`src/rtl/pixel_link_pkg.sv`:
```
// pixel_link_pkg: shared constants and types for the HPS pixel link receiver.
// Holds the status bit positions for both handshake directions, the receiver
// state enum and the default frame geometry.
package pixel_link_pkg;

   localparam int H_RES_DEFAULT = 640;
   localparam int V_RES_DEFAULT = 480;

   // pixel_status_write bit positions (bit 3 reserved)
   localparam int SW_VALID       = 0;
   localparam int SW_FRAME_START = 1;
   localparam int SW_ROW_DONE    = 2;

   // pixel_status_read bit positions
   localparam int SR_ACK        = 0;
   localparam int SR_READY      = 1;
   localparam int SR_FRAME_DONE = 2;
   localparam int SR_ERROR      = 3;

   typedef enum logic [2:0] {
      ST_IDLE     = 3'd0,
      ST_WAIT_REQ = 3'd1,
      ST_WRITE    = 3'd2,
      ST_WAIT_REL = 3'd3,
      ST_ROW_ADV  = 3'd4
   } state_e;

endpackage

```
`src/rtl/pixel_link_sync.sv`:
```
// pixel_link_sync: per-bit two-flop synchronizer for the HPS control lines.
// Only instantiated when PIXEL_LINK_IN_SYNC_EN is defined. Both stages clear
// to 0 on reset so a reset never leaves a stale request in flight.
module pixel_link_sync #(
   parameter int W = 3
) (
   input  logic         clk_clk,
   input  logic         reset_reset_n,
   input  logic [W-1:0] d_in,
   output logic [W-1:0] d_out
);

   logic [W-1:0] meta_q, meta_d;
   logic [W-1:0] sync_q, sync_d;

   // shift the raw bits through the two stages
   always_comb begin
      meta_d = d_in;
      sync_d = meta_q;
   end

   // synchronizer flops, synchronous active-low clear
   always_ff @(posedge clk_clk) begin
      if (!reset_reset_n) begin
         meta_q <= '0;
         sync_q <= '0;
      end else begin
         meta_q <= meta_d;
         sync_q <= sync_d;
      end
   end

   assign d_out = sync_q;

endmodule

```
`src/rtl/pixel_link_receiver.sv`:
```
// pixel_link_receiver: receives pixels from the HPS over a four-phase
// handshake and writes them to the frame buffer at row*H_RES + index.
// The row base is kept in an accumulator stepped by H_RES per row, so no
// multiplier is needed. Build option: PIXEL_LINK_IN_SYNC_EN puts a two-flop
// synchronizer in front of the control register (two extra cycles latency).
//
// state       | meaning
// ST_IDLE     | no frame in progress, waiting for FRAME_START
// ST_WAIT_REQ | READY high, waiting for VALID (wins) or ROW_DONE
// ST_WRITE    | one-cycle buffer write, or sticky ERROR if index out of row
// ST_WAIT_REL | ACK held until VALID and ROW_DONE are both seen low
// ST_ROW_ADV  | advance row, or wrap to 0 and flag FRAME_DONE
module pixel_link_receiver
   import pixel_link_pkg::*;
#(
   parameter int H_RES = H_RES_DEFAULT,
   parameter int V_RES = V_RES_DEFAULT,
   parameter int FB_AW = 19
) (
   input  logic             clk_clk,
   input  logic             reset_reset_n,
   input  logic [23:0]      pixel_data,
   input  logic [15:0]      pixel_index_in_row,
   input  logic [3:0]       pixel_status_write,
   output logic [15:0]      pixel_row,
   output logic [3:0]       pixel_status_read,
   output logic             fb_we,
   output logic [FB_AW-1:0] fb_addr,
   output logic [23:0]      fb_data
);

   localparam logic [31:0] H_STEP   = 32'(H_RES);
   localparam logic [15:0] ROW_LAST = 16'(V_RES - 1);

   logic [2:0]  ctrl_in;
   logic        unused_rsvd;

   logic [2:0]  ctrl_q, ctrl_d;
   logic [23:0] din_q, din_d;
   logic [15:0] idx_q, idx_d;

   state_e      state_q, state_d;
   logic [15:0] row_q, row_d;
   logic [31:0] base_q, base_d;
   logic        done_q, done_d;
   logic        err_q, err_d;
   logic [23:0] pix_q, pix_d;
   logic [15:0] pidx_q, pidx_d;

   logic        valid_s, start_s, rdone_s;
   logic        abort;
   logic        idx_ok;
   logic        ack, ready;

   assign unused_rsvd = pixel_status_write[3];

`ifdef PIXEL_LINK_IN_SYNC_EN
   pixel_link_sync #(.W(3)) u_sync (
      .clk_clk       (clk_clk),
      .reset_reset_n (reset_reset_n),
      .d_in          (pixel_status_write[2:0]),
      .d_out         (ctrl_in)
   );
`else
   assign ctrl_in = pixel_status_write[2:0];
`endif

   assign valid_s = ctrl_q[SW_VALID];
   assign start_s = ctrl_q[SW_FRAME_START];
   assign rdone_s = ctrl_q[SW_ROW_DONE];

   // FRAME_START outside IDLE cancels whatever is in progress
   assign abort  = start_s && (state_q != ST_IDLE);
   assign idx_ok = ({16'd0, pidx_q} < H_STEP);

   // control, data and index are captured together in one register stage
   always_comb begin
      ctrl_d = ctrl_in;
      din_d  = pixel_data;
      idx_d  = pixel_index_in_row;
   end

   // input register
   always_ff @(posedge clk_clk) begin
      if (!reset_reset_n) begin
         ctrl_q <= '0;
         din_q  <= '0;
         idx_q  <= '0;
      end else begin
         ctrl_q <= ctrl_d;
         din_q  <= din_d;
         idx_q  <= idx_d;
      end
   end

   // FSM state register
   always_ff @(posedge clk_clk) begin
      if (!reset_reset_n) begin
         state_q <= ST_IDLE;
      end else begin
         state_q <= state_d;
      end
   end

   // FSM next state; release needs both requests low so a held ROW_DONE
   // cannot piggy-back on a pixel handshake
   always_comb begin
      state_d = state_q;
      if (abort) begin
         state_d = ST_WAIT_REQ;
      end else begin
         case (state_q)
            ST_IDLE:     if (start_s) state_d = ST_WAIT_REQ;
            ST_WAIT_REQ: begin
               if (valid_s)      state_d = ST_WRITE;
               else if (rdone_s) state_d = ST_ROW_ADV;
            end
            ST_WRITE:    state_d = ST_WAIT_REL;
            ST_WAIT_REL: begin
               if (!valid_s && !rdone_s) state_d = done_q ? ST_IDLE : ST_WAIT_REQ;
            end
            ST_ROW_ADV:  state_d = ST_WAIT_REL;
            default:     state_d = ST_IDLE;
         endcase
      end
   end

   // row/base accumulator, sticky flags and pending-pixel latch
   always_comb begin
      row_d  = row_q;
      base_d = base_q;
      done_d = done_q;
      err_d  = err_q;
      pix_d  = pix_q;
      pidx_d = pidx_q;
      if (start_s) begin
         row_d  = '0;
         base_d = '0;
         done_d = 1'b0;
         err_d  = 1'b0;
      end else begin
         case (state_q)
            ST_WAIT_REQ: begin
               if (valid_s) begin
                  pix_d  = din_q;
                  pidx_d = idx_q;
               end
            end
            ST_WRITE: begin
               if (!idx_ok) err_d = 1'b1;
            end
            ST_ROW_ADV: begin
               if (row_q < ROW_LAST) begin
                  row_d  = row_q + 16'd1;
                  base_d = base_q + H_STEP;
               end else begin
                  row_d  = '0;
                  base_d = '0;
                  done_d = 1'b1;
               end
            end
            default: ;
         endcase
      end
   end

   // datapath registers
   always_ff @(posedge clk_clk) begin
      if (!reset_reset_n) begin
         row_q  <= '0;
         base_q <= '0;
         done_q <= 1'b0;
         err_q  <= 1'b0;
         pix_q  <= '0;
         pidx_q <= '0;
      end else begin
         row_q  <= row_d;
         base_q <= base_d;
         done_q <= done_d;
         err_q  <= err_d;
         pix_q  <= pix_d;
         pidx_q <= pidx_d;
      end
   end

   // FSM outputs; an abort cycle suppresses ACK, READY and the write
   always_comb begin
      ack     = 1'b0;
      ready   = 1'b0;
      fb_we   = 1'b0;
      fb_addr = '0;
      fb_data = '0;
      if (!abort) begin
         case (state_q)
            ST_WAIT_REQ: ready = 1'b1;
            ST_WRITE: begin
               ack = 1'b1;
               if (idx_ok) begin
                  fb_we   = 1'b1;
                  fb_addr = FB_AW'(base_q + 32'(pidx_q));
                  fb_data = pix_q;
               end
            end
            ST_WAIT_REL: ack = 1'b1;
            ST_ROW_ADV:  ack = 1'b1;
            default: ;
         endcase
      end
   end

   // status word back to the HPS
   always_comb begin
      pixel_status_read                = '0;
      pixel_status_read[SR_ACK]        = ack;
      pixel_status_read[SR_READY]      = ready;
      pixel_status_read[SR_FRAME_DONE] = done_q;
      pixel_status_read[SR_ERROR]      = err_q;
   end

   assign pixel_row = row_q;

endmodule

```
`config.mk`:
```
export PLATFORM = sky130hd
export DESIGN_NAME = pixel_link_receiver
export DESIGN_NICKNAME = d
export VERILOG_FILES = /design/src/rtl/pixel_link_pkg.sv /design/src/rtl/pixel_link_sync.sv /design/src/rtl/pixel_link_receiver.sv
export SDC_FILE = /design/constraint.sdc
export NUM_CORES = 1
export LEC_CHECK = 0
export CAP_MARGIN = 0
export CORE_MARGIN = 3
export CORE_UTILIZATION = 57
export DETAILED_ROUTE_END_ITERATION = 6
export DONT_BUFFER_PORTS = 1
export PLACE_DENSITY_LB_ADDON = 0.2
export SLEW_MARGIN = 20
export SYNTH_ARGS = -nofsm -noshare
export SYNTH_HDL_FRONTEND = slang
export SYNTH_SLANG_ARGS = --single-unit
```
`constraint.sdc`:
```
create_clock -name clk_clk -period 2.27 [get_ports clk_clk]
set_input_delay 0.681 -clock clk_clk [delete_from_list [all_inputs] [get_ports clk_clk]]
set_output_delay 0.681 -clock clk_clk [all_outputs]
set_load 0.1 [all_outputs]
```
==> results.ini, run 1 <==
[logic_synthesis]
ys_seq_elements = 116
synth_edf_count = 0
synthDistinctLibCells = 48
postSynthAreaPerCell_um2 = 8.781
synth_area_leader_cell = dfxtp_1
postSynthCellCount = 561
ys_seq_area_frac = 0.4714
ys_warn_count = 0
synth_flop_cell = dfxtp_1
synth.area.top_cells = dfxtp_1 47%, and2_1 9.3%, nand2_1 7.4%
syn-num-nets = 619
synthArstFlopShare = 0
synth_top_area_frac = 0.4714
netlist_area_mm2 = 0.004926

[power_and_ir_drop]
vdd_drop_max_mv = 0.5847
p_leak_uw = 0.002661
pwr_density_cell_mw_per_mm2 = 760.1

[setup_path]
crit-reg2reg-launch = state_q[1]
startpoint_type = register
cp.depth = 8
cp_slowest_cell = or4_4
r2r_slack_ns = 0.31
path_class = register to output pin
slowest_delay_ns = 0.44
cp_cell_sequence = buf_6, ha_4, and4_1, o21a_1, a21oi_2, or4_4, a21oi_4, buf_12
r2r_end = base_q[17]
worst-r2r-cell-count = 8
crit_required_ns = 1.59
crit_end = fb_addr[18]
critPathMaxFanout = 4
end_kind = output pin
crit_arrival_ns = 2.46
crit_buf_inv = 2
startpoint = pidx_q[11]
crit_family = simple AND/OR/NAND/NOR gates

[clock_tree]
cts_hold_buf = 0
clk_pin_slew_ns = 0.06
htreeDepth = 4
cts_tree = yes
clock-sinks = 116
cts_root_buffer = clkbuf_8
cts-buffers-inserted = 17
cts_buffer_depth = 2
insertion_delay_ns = 0.52

[detailed_routing]
num_vias = 4081
viasPerCell = 5.434
first_pass_iters = 4
wl_per_cell_um = 16.49
route.antenna.remaining_nets = 0
totalWireLength_um = 12380
drc = 0
drt-initial-drc-count = 141

[global_routing]
grt_overflow_total = 0
grt_max_degree = 86
antenna_found_initial = 2
grt_pass1_wl_um = 19620
track_usage = 0.2535
grt_pass1_vias = 4082

[floorplanning]
pin_count = 110
rows = 33
die-area_mm2 = 0.009793
coreArea_mm2 = 0.008299
fp.dieH_um = 98.96
chipWidth_um = 98.96
start_util = 0.5935

[run_status]
violations = negative setup slack
status = finished with violations

[cells_and_area]
syn_to_final_growth_pct = 38.46
layout-drive-gt1-share = 0.3137
nets = 689
final_cells = 751
fin_area_mm2 = 0.006820
final_cell_mix = 102 x dfxtp_1, 97 x nand2_1, 57 x buf_4, 44 x and2_1, 43 x nor2_1
final_common_cell = dfxtp_1

[timing]
min_period_over_period = 1.383
layout_min_cycle_time_ns = 3.140
rsz0062_at_grt = true
hold_violations = 0
slew_violations = 0
fmax_mhz = 318.5
fin_ws_ns = -0.8696
setup_viol = 45
fin_hold_ws_ns = 0.2855
fin_skew_ns = 0.008576

[placement]
dp_slack_ns = -0.3926
place_hpwl_um = 7524
place_area_mm2 = 0.005963
io_buffer_count = 0
place_inst = 708
place.gp.congestion = 0.8353

[job]
max_cap_viol_count = 0

[worst_hold_path]
holdCritPathClass = primary input to register

==> cell usage after synthesis (all sizes together) (2+ instances only) <==
| library cell | instances |
|---|---|
| dfxtp | 116 |
| nand2 | 97 |
| and2 | 73 |
| nor2 | 52 |
| a21boi | 41 |
| buf | 22 |
| a21oi | 21 |
| xnor2 | 15 |
| clkbuf | 14 |
| xor2 | 14 |
| ha | 12 |
| o21ai | 10 |
| and3 | 9 |
| nand3 | 8 |
| nor3 | 5 |
| o21a | 5 |
| a31oi | 4 |
| and4 | 4 |
| a211oi | 3 |
| inv | 3 |
| nand2b | 3 |
| nor4 | 3 |
| or3 | 3 |
| a21o | 2 |
| nand4 | 2 |
| nor3b | 2 |
| o31ai | 2 |
| or4 | 2 |
==> area by class of cell <==
| cell class | count | area (µm²) |
|---|---|---|
| Multi-Input combinational cell | 405 | 2748 |
| Fill cell | 457 | 1479 |
| Clock buffer | 17 | 414.1 |
| Timing Repair Buffer | 87 | 945.9 |
| Inverter | 4 | 20.02 |
| Sequential cell | 116 | 2340 |
| Clock inverter | 15 | 216.5 |
| Antenna cell | 2 | 5.005 |
| Tap cell | 105 | 131.4 |
==> worst reg2reg max path, delay by kind of cell (launching register included) <==
kind | cells | cell delay (ns)
AND/OR/NAND/NOR | 3 | 0.56
AO/OA/AOI/OAI | 1 | 0.31
XOR/XNOR | 1 | 0.15
flip-flops | 1 | 0.32
buffers and inverters | 3 | 0.49
==> report_power, final <==
group | internal, µW | switching, µW
clock network | 1820 | 1040
logic | 96.7 | 117
registers | 2090 | 21.7
total | 4000 | 1180
==> stage by stage <==
step	utilization	setup TNS, ns	power, µW
floorplan	-	-11.49	2305
global placement	0.7185	-13.48	2327
detailed placement	0.7185	-14.91	2334
CTS	0.8194	-35.70	5192
global route	0.8218	-38.45	5327
finish	0.8218	-35.19	5184
==> metal layers <==
layer | global-route usage | share of wire | vias to the layer above
met3 | 0.08280 | 0.065 | 30
met5 | 0 | 0 | -
met1 | 0.2766 | 0.40 | 1927
li1 | - | - | 1990
met4 | 0.1261 | 0.028 | 0
met2 | 0.4396 | 0.51 | 134
==> flip-flops by register name, summed over array words and instances (netlist names) <==
name       cells
base_q        12
ctrl_q         3
din_q         24
done_q         1
err_q          1
idx_q         16
pidx_q        16
pix_q         24
pixel_row     16
state_q        3
==> worst min path at each step <==
stage                               from  cells past startpoint         end  slack, ns
after floorplan                idx_q[11]                      2  pidx_q[11]       0.41
after global placement         idx_q[13]                      2  pidx_q[13]       0.41
after detailed placement       idx_q[11]                      2  pidx_q[11]       0.43
after CTS                  pixel_data[9]                      1    din_q[9]       0.27
after global routing       pixel_data[9]                      1    din_q[9]       0.27
final                     pixel_data[10]                      1   din_q[10]       0.29
==> logic make-up (layout without fill, tap and decap cells) <==
kind of cell | after synthesis | count (layout) | share of synthesized area
simple gates | 267 | 267 | 0.2690
flops | 116 | 116 | 0.4714
compound gates | 95 | 95 | 0.1306
buf+inv | 40 | 123 | 0.04419
xor+xnor | 29 | 29 | 0.05156
fa+ha+maj | 12 | 12 | 0.03048
other cells | 1 | 3 | 0.0007613
mux | 1 | 1 | 0.002032
==> timing repair <==
item                                    CTS  global route
gates resized for setup                  31             0
gates cloned                              1             0
endpoints found under the setup margin   46            46
buffers inserted                          6             2
pin swaps                                23            19
(Power assumes the default switching activity.)
==> run 2: changes to the inputs <==
--- a/config.mk
+++ b/config.mk
@@ -10,8 +10,9 @@
 export CORE_UTILIZATION = 57
 export DETAILED_ROUTE_END_ITERATION = 6
 export DONT_BUFFER_PORTS = 1
-export PLACE_DENSITY_LB_ADDON = 0.2
+export PLACE_DENSITY = 0.76
 export SLEW_MARGIN = 20
 export SYNTH_ARGS = -nofsm -noshare
 export SYNTH_HDL_FRONTEND = slang
 export SYNTH_SLANG_ARGS = --single-unit
+export TNS_END_PERCENT = 30
==> results.ini, run 2 (synthesis gave the netlist of run 1 again) <==
[run_status]
status = finished with violations  ; unchanged
violations = negative setup slack  ; unchanged

[power_and_ir_drop]
pwr_density_cell_mw_per_mm2 = 701.8  ; was 760.1 mW/mm²
vdd_drop_max_mv = 0.6013  ; was 0.5847 mV
p_leak_uw = 0.002780  ; was 0.002661 µW

[setup_path]
crit_arrival_ns = 2.50  ; was 2.46 ns
path_class = register to output pin  ; unchanged
crit_required_ns = 1.59  ; about the same
cp_slowest_cell = or4_4  ; unchanged
slowest_delay_ns = 0.48  ; was 0.44 ns
crit-reg2reg-launch = state_q[0]  ; was state_q[1]
worst-r2r-cell-count = 7  ; was 8
r2r_slack_ns = 0.35  ; was 0.31 ns
end_kind = output pin  ; unchanged
startpoint_type = register  ; unchanged
r2r_end = base_q[7]  ; was base_q[17]
cp_cell_sequence = nor4_2, nand3_1, or4_4, buf_6, a211oi_4, buf_12  ; was buf_6, ha_4, and4_1, o21a_1, a21oi_2, or4_4, a21oi_4, buf_12
critPathMaxFanout = 13  ; was 4

[timing]
setup_viol = 45  ; unchanged
fin_skew_ns = 0.005557  ; was 0.008576 ns
rsz0062_at_grt = true  ; unchanged
fin_ws_ns = -0.9064  ; was -0.8696 ns
min_period_over_period = 1.399  ; was 1.383
layout_min_cycle_time_ns = 3.176  ; was 3.140 ns
fmax_mhz = 314.8  ; was 318.5 MHz
fin_hold_ws_ns = 0.2927  ; was 0.2855 ns
hold_violations = 0  ; unchanged
slew_violations = 0  ; unchanged

[detailed_routing]
num_vias = 4354  ; was 4081
viasPerCell = 5.677  ; was 5.434
drc = 0  ; unchanged
drt-initial-drc-count = 214  ; was 141
totalWireLength_um = 14210  ; was 12380 µm
first_pass_iters = 4  ; unchanged
wl_per_cell_um = 18.52  ; was 16.49 µm
route.antenna.remaining_nets = 0  ; unchanged

[job]
max_cap_viol_count = 0  ; unchanged

[placement]
place.gp.congestion = 0.8463  ; was 0.8353
dp_slack_ns = -0.4560  ; was -0.3926 ns
place_area_mm2 = 0.006364  ; was 0.005963 mm²
place_hpwl_um = 8537  ; was 7524 µm
place_inst = 730  ; was 708
io_buffer_count = 0  ; unchanged

[floorplanning]
pin_count = 110  ; unchanged
rows = 33  ; unchanged
die-area_mm2 = 0.009793  ; unchanged
fp.dieH_um = 98.96  ; unchanged
chipWidth_um = 98.96  ; unchanged
coreArea_mm2 = 0.008299  ; unchanged
start_util = 0.5935  ; unchanged

[worst_hold_path]
holdPathStages = 1  ; unchanged
hp-start = reset_reset_n  ; was pixel_data[10]
min_to = idx_q[7]  ; was din_q[10]
holdCritPathClass = primary input to register  ; unchanged

[global_routing]
grt_pass1_wl_um = 23090  ; was 19620 µm
track_usage = 0.3019  ; was 0.2535
grt_pass1_vias = 4649  ; was 4082
grt_max_degree = 86  ; unchanged
antenna_found_initial = 0  ; was 2
grt_overflow_total = 0  ; unchanged

[cells_and_area]
antenna_cells = 0  ; was 2
layout-drive-gt1-share = 0.3263  ; was 0.3137
final_cells = 767  ; was 751
fin_area_mm2 = 0.007161  ; was 0.006820 mm²
final_common_cell = dfxtp_1  ; unchanged
fin_util = 0.8628  ; was 0.8218
nets = 707  ; was 689
syn_to_final_growth_pct = 45.36  ; was 38.46%
top_regs = din_q (24), pix_q (24)  ; unchanged
final_cell_mix = 104 x dfxtp_1, 97 x nand2_1, 60 x buf_4, 44 x and2_1, 43 x nor2_1  ; was 102 x dfxtp_1, 97 x nand2_1, 57 x buf_4, 44 x and2_1, 43 x nor2_1

[clock_tree]
cts-buffers-inserted = 17  ; unchanged
clock-sinks = 116  ; unchanged
cts_tree = yes  ; unchanged
cts_root_buffer = clkbuf_8  ; unchanged
cts_buffer_depth = 2  ; unchanged
clk_pin_slew_ns = 0.06  ; about the same
insertion_delay_ns = 0.51  ; was 0.52 ns
htreeDepth = 4  ; unchanged

-- run 2: cell count changes in the layout (fill, tap and decap cells not counted), sizes merged --
cell,delta
clkinv,+1
inv,-4
bufinv,-1
diode,-2
clkinvlp,+2
clkbuf,+2
buf,+18
-- run 2: final cells by class --
type | count | area (µm²)
multi-input cells | 405 | 2724
fillers | 425 | 1139
clock inverters | 13 | 170.2
clock buffers | 19 | 431.7
repair buffers | 105 | 1339
inverters | 4 | 27.53
well taps | 105 | 131.4
flip-flops and latches | 116 | 2337
-- run 2: worst max path at each step --
stage	startpoint	end	depth (start not counted)
after floorplan	pidx_q[10]	fb_addr[10]	5
after global placement	pidx_q[10]	fb_addr[10]	6
after detailed placement	pidx_q[10]	fb_addr[10]	6
after CTS	pidx_q[10]	fb_addr[10]	6
after global routing	pidx_q[10]	fb_addr[10]	6
final	pidx_q[10]	fb_addr[10]	6
-- run 2: per-stage QoR --
stage                     power, µW  setup TNS, ns
after floorplan                2303         -16.10
after global placement         2327         -14.31
after detailed placement       2337         -15.91
after CTS                      5038         -38.60
after global routing           5176         -40.79
final                          5025         -36.81
-- run 2: repair_timing --
action                                  CTS  global route
gates cloned                              3             0
gates resized for setup                  39             2
pin swaps                                14             3
endpoints found under the setup margin   46            46
hold endpoints to repair                  0             0
buffers inserted                          1             1
hold buffers                              0             0
-- run 2: layer usage --
layer	GRT usage	share of wire	vias up
met1	0.3144	0.36	2096
met5	0	0	-
met2	0.5336	0.53	183
met3	0.09554	0.063	52
li1	-	-	2023
met4	0.1691	0.044	0
-- run 2: power breakdown --
| group | internal (µW) | leakage (µW) | switching (µW) |
|---|---|---|---|
| clock network | 1710 | 0.000286 | 985 |
| logic | 92.0 | 0.00154 | 119 |
| registers | 2090 | 0.000953 | 24.5 |
| total | 3900 | 0.00278 | 1130 |
-- run 2: critical path, delay by kind of cell, from the launching register on --
| kind | cells | cell delay (ns) |
|---|---|---|
| AO/OA/AOI/OAI | 1 | 0.29 |
| buffers and inverters | 2 | 0.43 |
| flip-flops | 1 | 0.33 |
| AND/OR/NAND/NOR | 3 | 0.93 |
